### config.mk
export PLATFORM = sky130hd
export DESIGN_NAME = pc_redirect_arb
export DESIGN_NICKNAME = d
export VERILOG_FILES = /design/src/rtl/pc_redirect_arb.sv
export SDC_FILE = /design/constraint.sdc
export NUM_CORES = 1
export LEC_CHECK = 0
export CORE_MARGIN = 2
export CORE_UTILIZATION = 50
export CTS_BUF_LIST = sky130_fd_sc_hd__clkbuf_16
export CTS_CLUSTER_DIAMETER = 120
export DETAILED_ROUTE_END_ITERATION = 8
export GPL_TIMING_DRIVEN = 0
export PLACE_DENSITY = 0.9
export SKIP_CTS_REPAIR_TIMING = 1
export SYNTH_ARGS = -nofsm -noshare
export SYNTH_HDL_FRONTEND = slang
export SYNTH_SLANG_ARGS = --single-unit
### constraint.sdc
create_clock -name clk -period 9.85 [get_ports clk]
set_input_delay 1.97 -clock clk [delete_from_list [all_inputs] [get_ports clk]]
set_output_delay 1.97 -clock clk [all_outputs]
set_load 0.02 [all_outputs]
### src/rtl/pc_redirect_arb.sv
// Redirect arbiter: picks the oldest redirect pulse by issue age and holds it in a
// single pending slot until fetch accepts it; younger redirects are dropped and counted.
module pc_redirect_arb #(
  parameter int NUM_SRC   = 4,
  parameter int ID_WIDTH  = 8,
  parameter int PC_WIDTH  = 32,
  parameter int CNT_WIDTH = 16
) (
  input  logic                         clk,
  input  logic                         rst_n,
  input  logic [NUM_SRC-1:0]           src_valid,
  input  logic [NUM_SRC*PC_WIDTH-1:0]  src_pc,
  input  logic [NUM_SRC*ID_WIDTH-1:0]  src_issue_id,
  input  logic [ID_WIDTH-1:0]          head_issue_id,
  output logic                         fetch_valid,
  output logic [PC_WIDTH-1:0]          fetch_pc,
  output logic [ID_WIDTH-1:0]          fetch_issue_id,
  input  logic                         fetch_ready,
  output logic [CNT_WIDTH-1:0]         cnt_taken,
  output logic [CNT_WIDTH-1:0]         cnt_dropped
);

  localparam int CW = $clog2(NUM_SRC + 1) + 1;
  localparam int SW = CNT_WIDTH + CW;
  localparam logic [SW-1:0] CNT_MAX = SW'({CNT_WIDTH{1'b1}});

  typedef enum logic [0:0] {IDLE = 1'b0, PEND = 1'b1} state_t;

  state_t                state_r, state_n;
  logic [PC_WIDTH-1:0]   slot_pc_r, slot_pc_n;
  logic [ID_WIDTH-1:0]   slot_id_r, slot_id_n;
  logic [CNT_WIDTH-1:0]  cnt_taken_r, cnt_taken_n;
  logic [CNT_WIDTH-1:0]  cnt_dropped_r, cnt_dropped_n;

  logic                  win_valid_s;
  logic [PC_WIDTH-1:0]   win_pc_s;
  logic [ID_WIDTH-1:0]   win_id_s;
  logic [ID_WIDTH-1:0]   win_age_s;
  logic [ID_WIDTH-1:0]   cand_age_s;
  logic [CW-1:0]         nvalid_s;
  logic [CW-1:0]         drop_inc_s;
  logic [SW-1:0]         drop_sum_s;
  logic [SW-1:0]         take_sum_s;
  logic                  accept_s;

  // Age relative to the oldest in-flight instruction; modular subtraction handles id wrap.
  function automatic logic [ID_WIDTH-1:0] age_f(input logic [ID_WIDTH-1:0] id,
                                                input logic [ID_WIDTH-1:0] head);
    return id - head;
  endfunction

  assign accept_s = (state_r == PEND) && fetch_ready;

  // Oldest-valid-source selection; strict compare keeps the lowest index on ties.
  always_comb begin
    win_valid_s = 1'b0;
    win_pc_s    = {PC_WIDTH{1'b0}};
    win_id_s    = {ID_WIDTH{1'b0}};
    win_age_s   = {ID_WIDTH{1'b0}};
    cand_age_s  = {ID_WIDTH{1'b0}};
    nvalid_s    = {CW{1'b0}};
    for (int i = 0; i < NUM_SRC; i++) begin
      cand_age_s = age_f(src_issue_id[i*ID_WIDTH +: ID_WIDTH], head_issue_id);
      if (src_valid[i]) begin
        nvalid_s = nvalid_s + CW'(1);
        if (!win_valid_s || (cand_age_s < win_age_s)) begin
          win_valid_s = 1'b1;
          win_pc_s    = src_pc[i*PC_WIDTH +: PC_WIDTH];
          win_id_s    = src_issue_id[i*ID_WIDTH +: ID_WIDTH];
          win_age_s   = cand_age_s;
        end else begin
          win_valid_s = win_valid_s;
        end
      end else begin
        nvalid_s = nvalid_s;
      end
    end
  end

  // Slot next-state: load, replace by an older winner, hold, or release on accept.
  always_comb begin
    state_n   = state_r;
    slot_pc_n = slot_pc_r;
    slot_id_n = slot_id_r;
    case (state_r)
      IDLE: begin
        if (win_valid_s) begin
          state_n   = PEND;
          slot_pc_n = win_pc_s;
          slot_id_n = win_id_s;
        end else begin
          state_n = IDLE;
        end
      end
      PEND: begin
        if (win_valid_s) begin
          // After an accept the consumed slot is gone, so the winner loads unconditionally.
          if (accept_s || (win_age_s < age_f(slot_id_r, head_issue_id))) begin
            slot_pc_n = win_pc_s;
            slot_id_n = win_id_s;
          end else begin
            slot_pc_n = slot_pc_r;
          end
        end else if (accept_s) begin
          state_n = IDLE;
        end else begin
          state_n = PEND;
        end
      end
      default: state_n = IDLE;
    endcase
  end

  // Counter increments summed per cycle, then saturated at all-ones.
  always_comb begin
    drop_inc_s = {CW{1'b0}};
    if (win_valid_s) begin
      drop_inc_s = nvalid_s - CW'(1);
      if ((state_r == PEND) && !accept_s) begin
        drop_inc_s = drop_inc_s + CW'(1);
      end else begin
        drop_inc_s = drop_inc_s;
      end
    end else begin
      drop_inc_s = {CW{1'b0}};
    end
    drop_sum_s    = SW'(cnt_dropped_r) + SW'(drop_inc_s);
    take_sum_s    = SW'(cnt_taken_r) + SW'(accept_s);
    cnt_dropped_n = (drop_sum_s > CNT_MAX) ? {CNT_WIDTH{1'b1}} : drop_sum_s[CNT_WIDTH-1:0];
    cnt_taken_n   = (take_sum_s > CNT_MAX) ? {CNT_WIDTH{1'b1}} : take_sum_s[CNT_WIDTH-1:0];
  end

  // State, slot and counter registers.
  always_ff @(posedge clk or negedge rst_n) begin
    if (!rst_n) begin
      state_r       <= IDLE;
      slot_pc_r     <= {PC_WIDTH{1'b0}};
      slot_id_r     <= {ID_WIDTH{1'b0}};
      cnt_taken_r   <= {CNT_WIDTH{1'b0}};
      cnt_dropped_r <= {CNT_WIDTH{1'b0}};
    end else begin
      state_r       <= state_n;
      slot_pc_r     <= slot_pc_n;
      slot_id_r     <= slot_id_n;
      cnt_taken_r   <= cnt_taken_n;
      cnt_dropped_r <= cnt_dropped_n;
    end
  end

  assign fetch_valid    = (state_r == PEND);
  assign fetch_pc       = slot_pc_r;
  assign fetch_issue_id = slot_id_r;
  assign cnt_taken      = cnt_taken_r;
  assign cnt_dropped    = cnt_dropped_r;

endmodule

Word-level counts from Yosys, hierarchy flattened
Index checks and enable logic that the tools add are counted.
- bitwise operators: 1
- $add $sub $neg: 12
- mux-type cells: 48
- reduce and logical (&&, ||, !) cells: 11
- order comparisons: 6
- eq/ne operators: 3
- operators by type and width (cell ; number):
    $mux W32 ; 10
    $mux W8 ; 17
    $pmux W32 S2 ; 1
    $sub A8 B8 Y8 ; 5
    $gt A17 B16 Y1 const B ; 2
    $lt A8 B8 Y1 ; 4
    $mux W16 ; 2
    $mux W4 ; 5
    $add A16 B1 Y17 ; 1
    $add A16 B4 Y17 ; 1
    $add A4 B1 Y4 const B ; 4
    $pmux W8 S2 ; 1
    $mux W1 ; 11
    $logic_not A1 Y1 ; 4
    $logic_or A1 B1 Y1 ; 4
    $ne A2 B1 Y1 const B ; 2
    $sub A4 B1 Y4 const B ; 1
    $reduce_and A3 Y1 ; 1
    $logic_and A1 B1 Y1 ; 2
    $ne A2 B2 Y1 const B ; 1
    $pmux W1 S2 ; 1
    $not A1 Y1 ; 1
- word-level logic and storage cells: 86
- flip-flop bits (word level): 73

Logic depth before layout (Yosys ltp)
- depth after elaboration: 19
- depth in mapped cells: 50
- depth with buffers taken out: 43

Least setup slack after synthesis
OpenSTA, ideal clock, no wires.
- path type: input -> register
- start point: input port head_issue_id[1]
- end point: register slot_pc_r[13] (netlist: fetch_pc[13])
- stages on the path: 39
- data arrival time: 10261 ps
- setup slack: -493 ps
- cells stage by stage: inv_1 > ha_1 > nor2b_1 > o21ai_0 > a21oi_1 > o31a_1 > or3_1 > ha_1 > a211oi_2 > o2bb2ai_1 > o21ai_0 > buf_2 > buf_1 > and2_1 > a31oi_1 > ha_1 > nand4b_1 > nor3_4 > (+3 left out) > nand2_1 > mux2_2 > ha_1 > or4b_2 > a21o_1 > a31oi_4 > buf_4 > buf_6 > o21ai_1 > ha_1 > a2111oi_0 > o21ai_0 > nor4b_1 > a311o_1 > buf_2 > clkbuf_1 > nor2_1 > a31oi_1
- longest elaborated chain between the ends: 18
- ends and longest elaborated chain (element ; line ; RTL):
    from (decl) ; 14 ; input logic [ID_WIDTH-1:0] head_issue_id,
    $sub A8 B8 Y8 ; 49 ; return id - head;
    $mux W8 ; 64 ; if (src_valid[i]) begin
    $lt A8 B8 Y1 ; 66 ; if (!win_valid_s || (cand_age_s < win_age_s)) begin
    $logic_or A1 B1 Y1 ; 66 ;
    $mux W8 or $mux W1 (tied branches) ; 66 ;
    $mux W8 or $mux W1 (tied branches) ; 64 ;
    $lt A8 B8 Y1 or $logic_not A1 Y1 (tied branches) ; 66 ;
    $logic_or A1 B1 Y1 ; 66 ;
    (+2 left out) ; - ;
    $lt A8 B8 Y1 or $logic_not A1 Y1 (tied branches) ; 66 ;
    $logic_or A1 B1 Y1 ; 66 ;
    $mux W8 ; 66 ;
    $mux W8 ; 64 ;
    $lt A8 B8 Y1 ; 98 ; if (accept_s || (win_age_s < age_f(slot_id_r, head_issue_id))) begin
    $logic_or A1 B1 Y1 ; 98 ;
    $ne A2 B1 Y1 (no source line) ; - ;
    $reduce_and A3 Y1 (no source line) ; - ;
    to (signal assigned) ; 137 ; slot_pc_r <= {PC_WIDTH{1'b0}};
    to (signal assigned) ; 143 ; slot_pc_r <= slot_pc_n;
    to (decl) ; 30 ; logic [PC_WIDTH-1:0] slot_pc_r, slot_pc_n;
Several ways; a longest one is shown, not always the timed one. The select of a mux whose other input is x is not followed.
A chain may end at the register's enable or synchronous reset.

Worst setup path in the final report
- start point: input port head_issue_id[1]
- end point: register slot_pc_r[1] (netlist: fetch_pc[1])
The elaborated chain is that of the path after synthesis.

==> summary.md <==
| Metric | Value |
|---|---|
| Max IR drop VDD | 162.6 uV |
| Clk_lat worst skew | 0.34 ns |
| Ant. Diodes | 0 |
| Rel. slew slack | about half |
| Outcome | complete, but fails checks |
| Vias per cell | 6.398 |
| Pleak | about 0.0048 uW |
| IO Port Bufs | 245 |
| I/O pin total | between 200 and 250 |
| Antenna violations before repair | 0 |
| Core Rows | 43 |
| DR top layer | met4 |
| Mapped Cells | between 800 and 900 |
| Worst-path fanout max | 6 |
| Largest family of logic cells by synthesized area | compound AO/OA/AOI/OAI gates |
| GR Overflow Total | 0 |
| Crit end category | flop |
| Metal3 WL | 2715 microns |
| Max Cap Violations | 0 |
| Post-Syn Area | ~7000 sq um |
| Initial DRC count | 966 |
| Syn avg cell area | 8.248 sq um |
| Largest net degree at the start of global routing | 70 |
| Post-synth net total | between 1000 and 1500 |
| P&R area growth vs syn | 58.53% |
| Commonest non-fill, non-tap cell in the layout | clkdlybuf4s50_1 |
| Via count | 8490 |
| Layout Skew | 0.009437 ns |
| Failing checks | setup timing |
| Die Y | ~120 microns |
| Clk sinks | 73 |
| Post-Synth Adder-Cell Area | 15.03% |
| CTS root buffer | clkbuf_16 |
| RSZ-0062 raised after global routing | yes |
| Placed cells | 1271 |
| Vias in the first global route | 7572 |
| CTS tree | yes |
| Global-route wire length before repair | around 37000 microns |
| WS Path Type | input pin to flop |
| Initial Utilization | 50.60% |
| Post-synthesis mux area share | 1.795% |
| Seq/Total Area, Yosys | 26.21% |
| CP startpoint kind | input pin |
| Final #Nets | roughly 1400 |
| Hold Path Cell Cnt | 1 |
| Dominant synthesized flop cell | dfrtp_1 |
| DRT Wirelength | 29170 microns |
| Final Hold Viols | 0 |
| Synth Area in Simple Gates | between 10% and 20% |
| DRC | 0 |
| Tmin final | 10.19 ns |
| Worst Path Required | between 10 and 15 ns |
| FF+latch count, synth | 73 |
| Wirelength per Cell | approximately 22 microns |
| Async SR Flop Fraction | 100.0% |
| Reg2Reg Depth | 19 |
| Total number of yosys warnings | 0 |
| Fin cells | around 1300 |
| Fin crit share | 103.5% |
| Final worst setup slack | -0.3412 ns |
| Slowest stage delay, CP | about 0.35 ns |
| Die area | 14900 sq um |
| Die X | roughly 120 microns |
| Most frequent cells in the layout | clkdlybuf4s50_1, nand2_1, nor2_1, dfrtp_1, ha_1 |
| Worst Tran Pin Value | between 0.7 and 0.8 ns |
| Placeable Area | 13770 sq um |
| Library cells used by synthesis | just under 70 |
| DP HPWL | slightly below 20000 microns |
| Compound-Gate Fraction of Synth Area | 25.75% |
| Metal-1 WL | 10460 microns |
| EDFF count, synth | 0 |
| Clk buf depth | 2 |
| Router iterations before antenna repair | 5 |
| Synth Area in XOR/XNOR | 6.032% |
| Setup violators final | 40 |
| WL met2 | 14100 microns |
| Hold Crit Class | flop to flop |
| Power Density | 290.2 nW/um^2 |
| Final ANT Viol Nets | 0 |
| Worst hold slack | 0.5215 ns |
| CTS clk-pin slew, worst paths | 0.06 ns |
| Routability cong. | 0.9789 |
| F_max | 98.12 MHz |
| Pins Over Slew Limit | 0 |
| Critical-path top delay cell | mux2_4 |
| CTS Buf Count | 9 |
| H-Tree Depth | 3 |
| All-Layer GR Usage | between 30% and 40% |
| Post-route cell area | 11050 sq um |
| Layout cells sized above 1 | 17.61% |
| Worst Path Arrival | 10.43 ns |
| Placed cell area | between 9000 and 10000 sq um |
report_power, final:
group / total, uW / leakage [uW] / internal, uW / switching (uW)
Sequential: 554 / 0.000887 / 437 / 117
Clock: 301 / 0.000131 / 168 / 133
Combinational: 2350 / 0.00378 / 1090 / 1270
Total: 3210 / 0.00480 / 1690 / 1520
metrics by stage:
stage	power, uW	TNS, ns	worst slack [ns]	util (%)
global placement	2260	-76.66	-1.964	70.38
finish	3206	-10.18	-0.3412	80.21
global route	3375	-21.70	-0.6478	80.21
floorplan	1673	0	0.02177	-
CTS	2637	-70.50	-1.822	72.46
detailed placement	2328	-81.41	-2.090	70.56
area by class of cell:
class	count	area, sq um
Clock buffer	9	225.2
Multi-Input combinational cell	675	5291
Buffer	45	334.1
Timing Repair Buffer	288	2907
Tap cell	180	225.2
Clock inverter	6	36.28
Sequential cell	73	1827
Inverter	51	202.7
Fill cell	847	2725
critical path, delay by kind of cell:
family / cells / cell delay [ns]
buffers and inverters: 7 / 1.10
muxes: 1 / 0.35
adders and majority gates: 5 / 1.32
AOI/OAI and AO/OA: 16 / 2.96
and+or+nand+nor: 15 / 2.54
xor gates and xnor gates: 1 / 0.17
sequential cells by signal, summed over array words and instances (netlist names):
| name | count |
|---|---|
| cnt_taken | 16 |
| cnt_dropped | 16 |
| fetch_issue_id | 8 |
| fetch_pc | 32 |
| fetch_valid | 1 |
metal layers:
metal	vias up	global-route usage, %
li1	3667	-
met1	3976	39.85
met5	-	0
met3	189	6.227
met4	0	13.86
met2	658	54.02
cell families after synthesis:
| group | after synthesis |
|---|---|
| simple gates | 289 |
| compound gates | 246 |
| buf+inv | 97 |
| fa+ha+maj | 80 |
| flops | 73 |
| xor+xnor | 48 |
| mux | 12 |
cell usage after synthesis (all sizes together), types with 2 or more instances:
cell / count / area (sq um)
nor2: 104 / 390.4
nand2: 98 / 375.4
dfrtp: 73 / 1827
ha: 73 / 913.4
inv: 51 / 191.4
a31oi: 45 / 296.5
a21oi: 42 / 221.5
a221o: 40 / 400.4
a22oi: 39 / 292.8
o21ai: 34 / 170.2
xnor2: 25 / 219.0
buf: 24 / 152.6
xor2: 23 / 201.4
clkbuf: 22 / 82.58
nor2b: 14 / 87.58
a21o: 13 / 97.59
and3: 13 / 81.33
nand3: 11 / 55.05
nor3: 11 / 66.32
nand2b: 10 / 62.56
mux2i: 8 / 80.08
and2: 7 / 43.79
o21bai: 7 / 56.30
fa: 6 / 120.1
a211oi: 4 / 45.05
mux2: 4 / 45.04
o211ai: 4 / 30.03
or3: 4 / 25.02
a31o: 3 / 26.28
nand4: 3 / 18.77
nor4: 3 / 18.77
o31ai: 3 / 36.28
and4: 2 / 17.52
o2111ai: 2 / 35.04
worst paths after layout:
kind                                                from                         to  slack, ns
hold / removal                 cnt_dropped[15]$_DFF_PN0_  cnt_dropped[15]$_DFF_PN0_       0.52
setup / recovery                        head_issue_id[1]    fetch_pc[1]$_DFFE_PN0P_      -0.34
min in group asynchronous                          rst_n     cnt_taken[5]$_DFF_PN0_       1.44
setup reg to reg           fetch_issue_id[0]$_DFFE_PN0P_    fetch_pc[1]$_DFFE_PN0P_       5.96
max in group asynchronous                          rst_n    fetch_pc[2]$_DFFE_PN0P_       7.84
hold reg to reg                cnt_dropped[15]$_DFF_PN0_  cnt_dropped[15]$_DFF_PN0_       0.52
No activity file was read; power rests on OpenSTA's default activity.
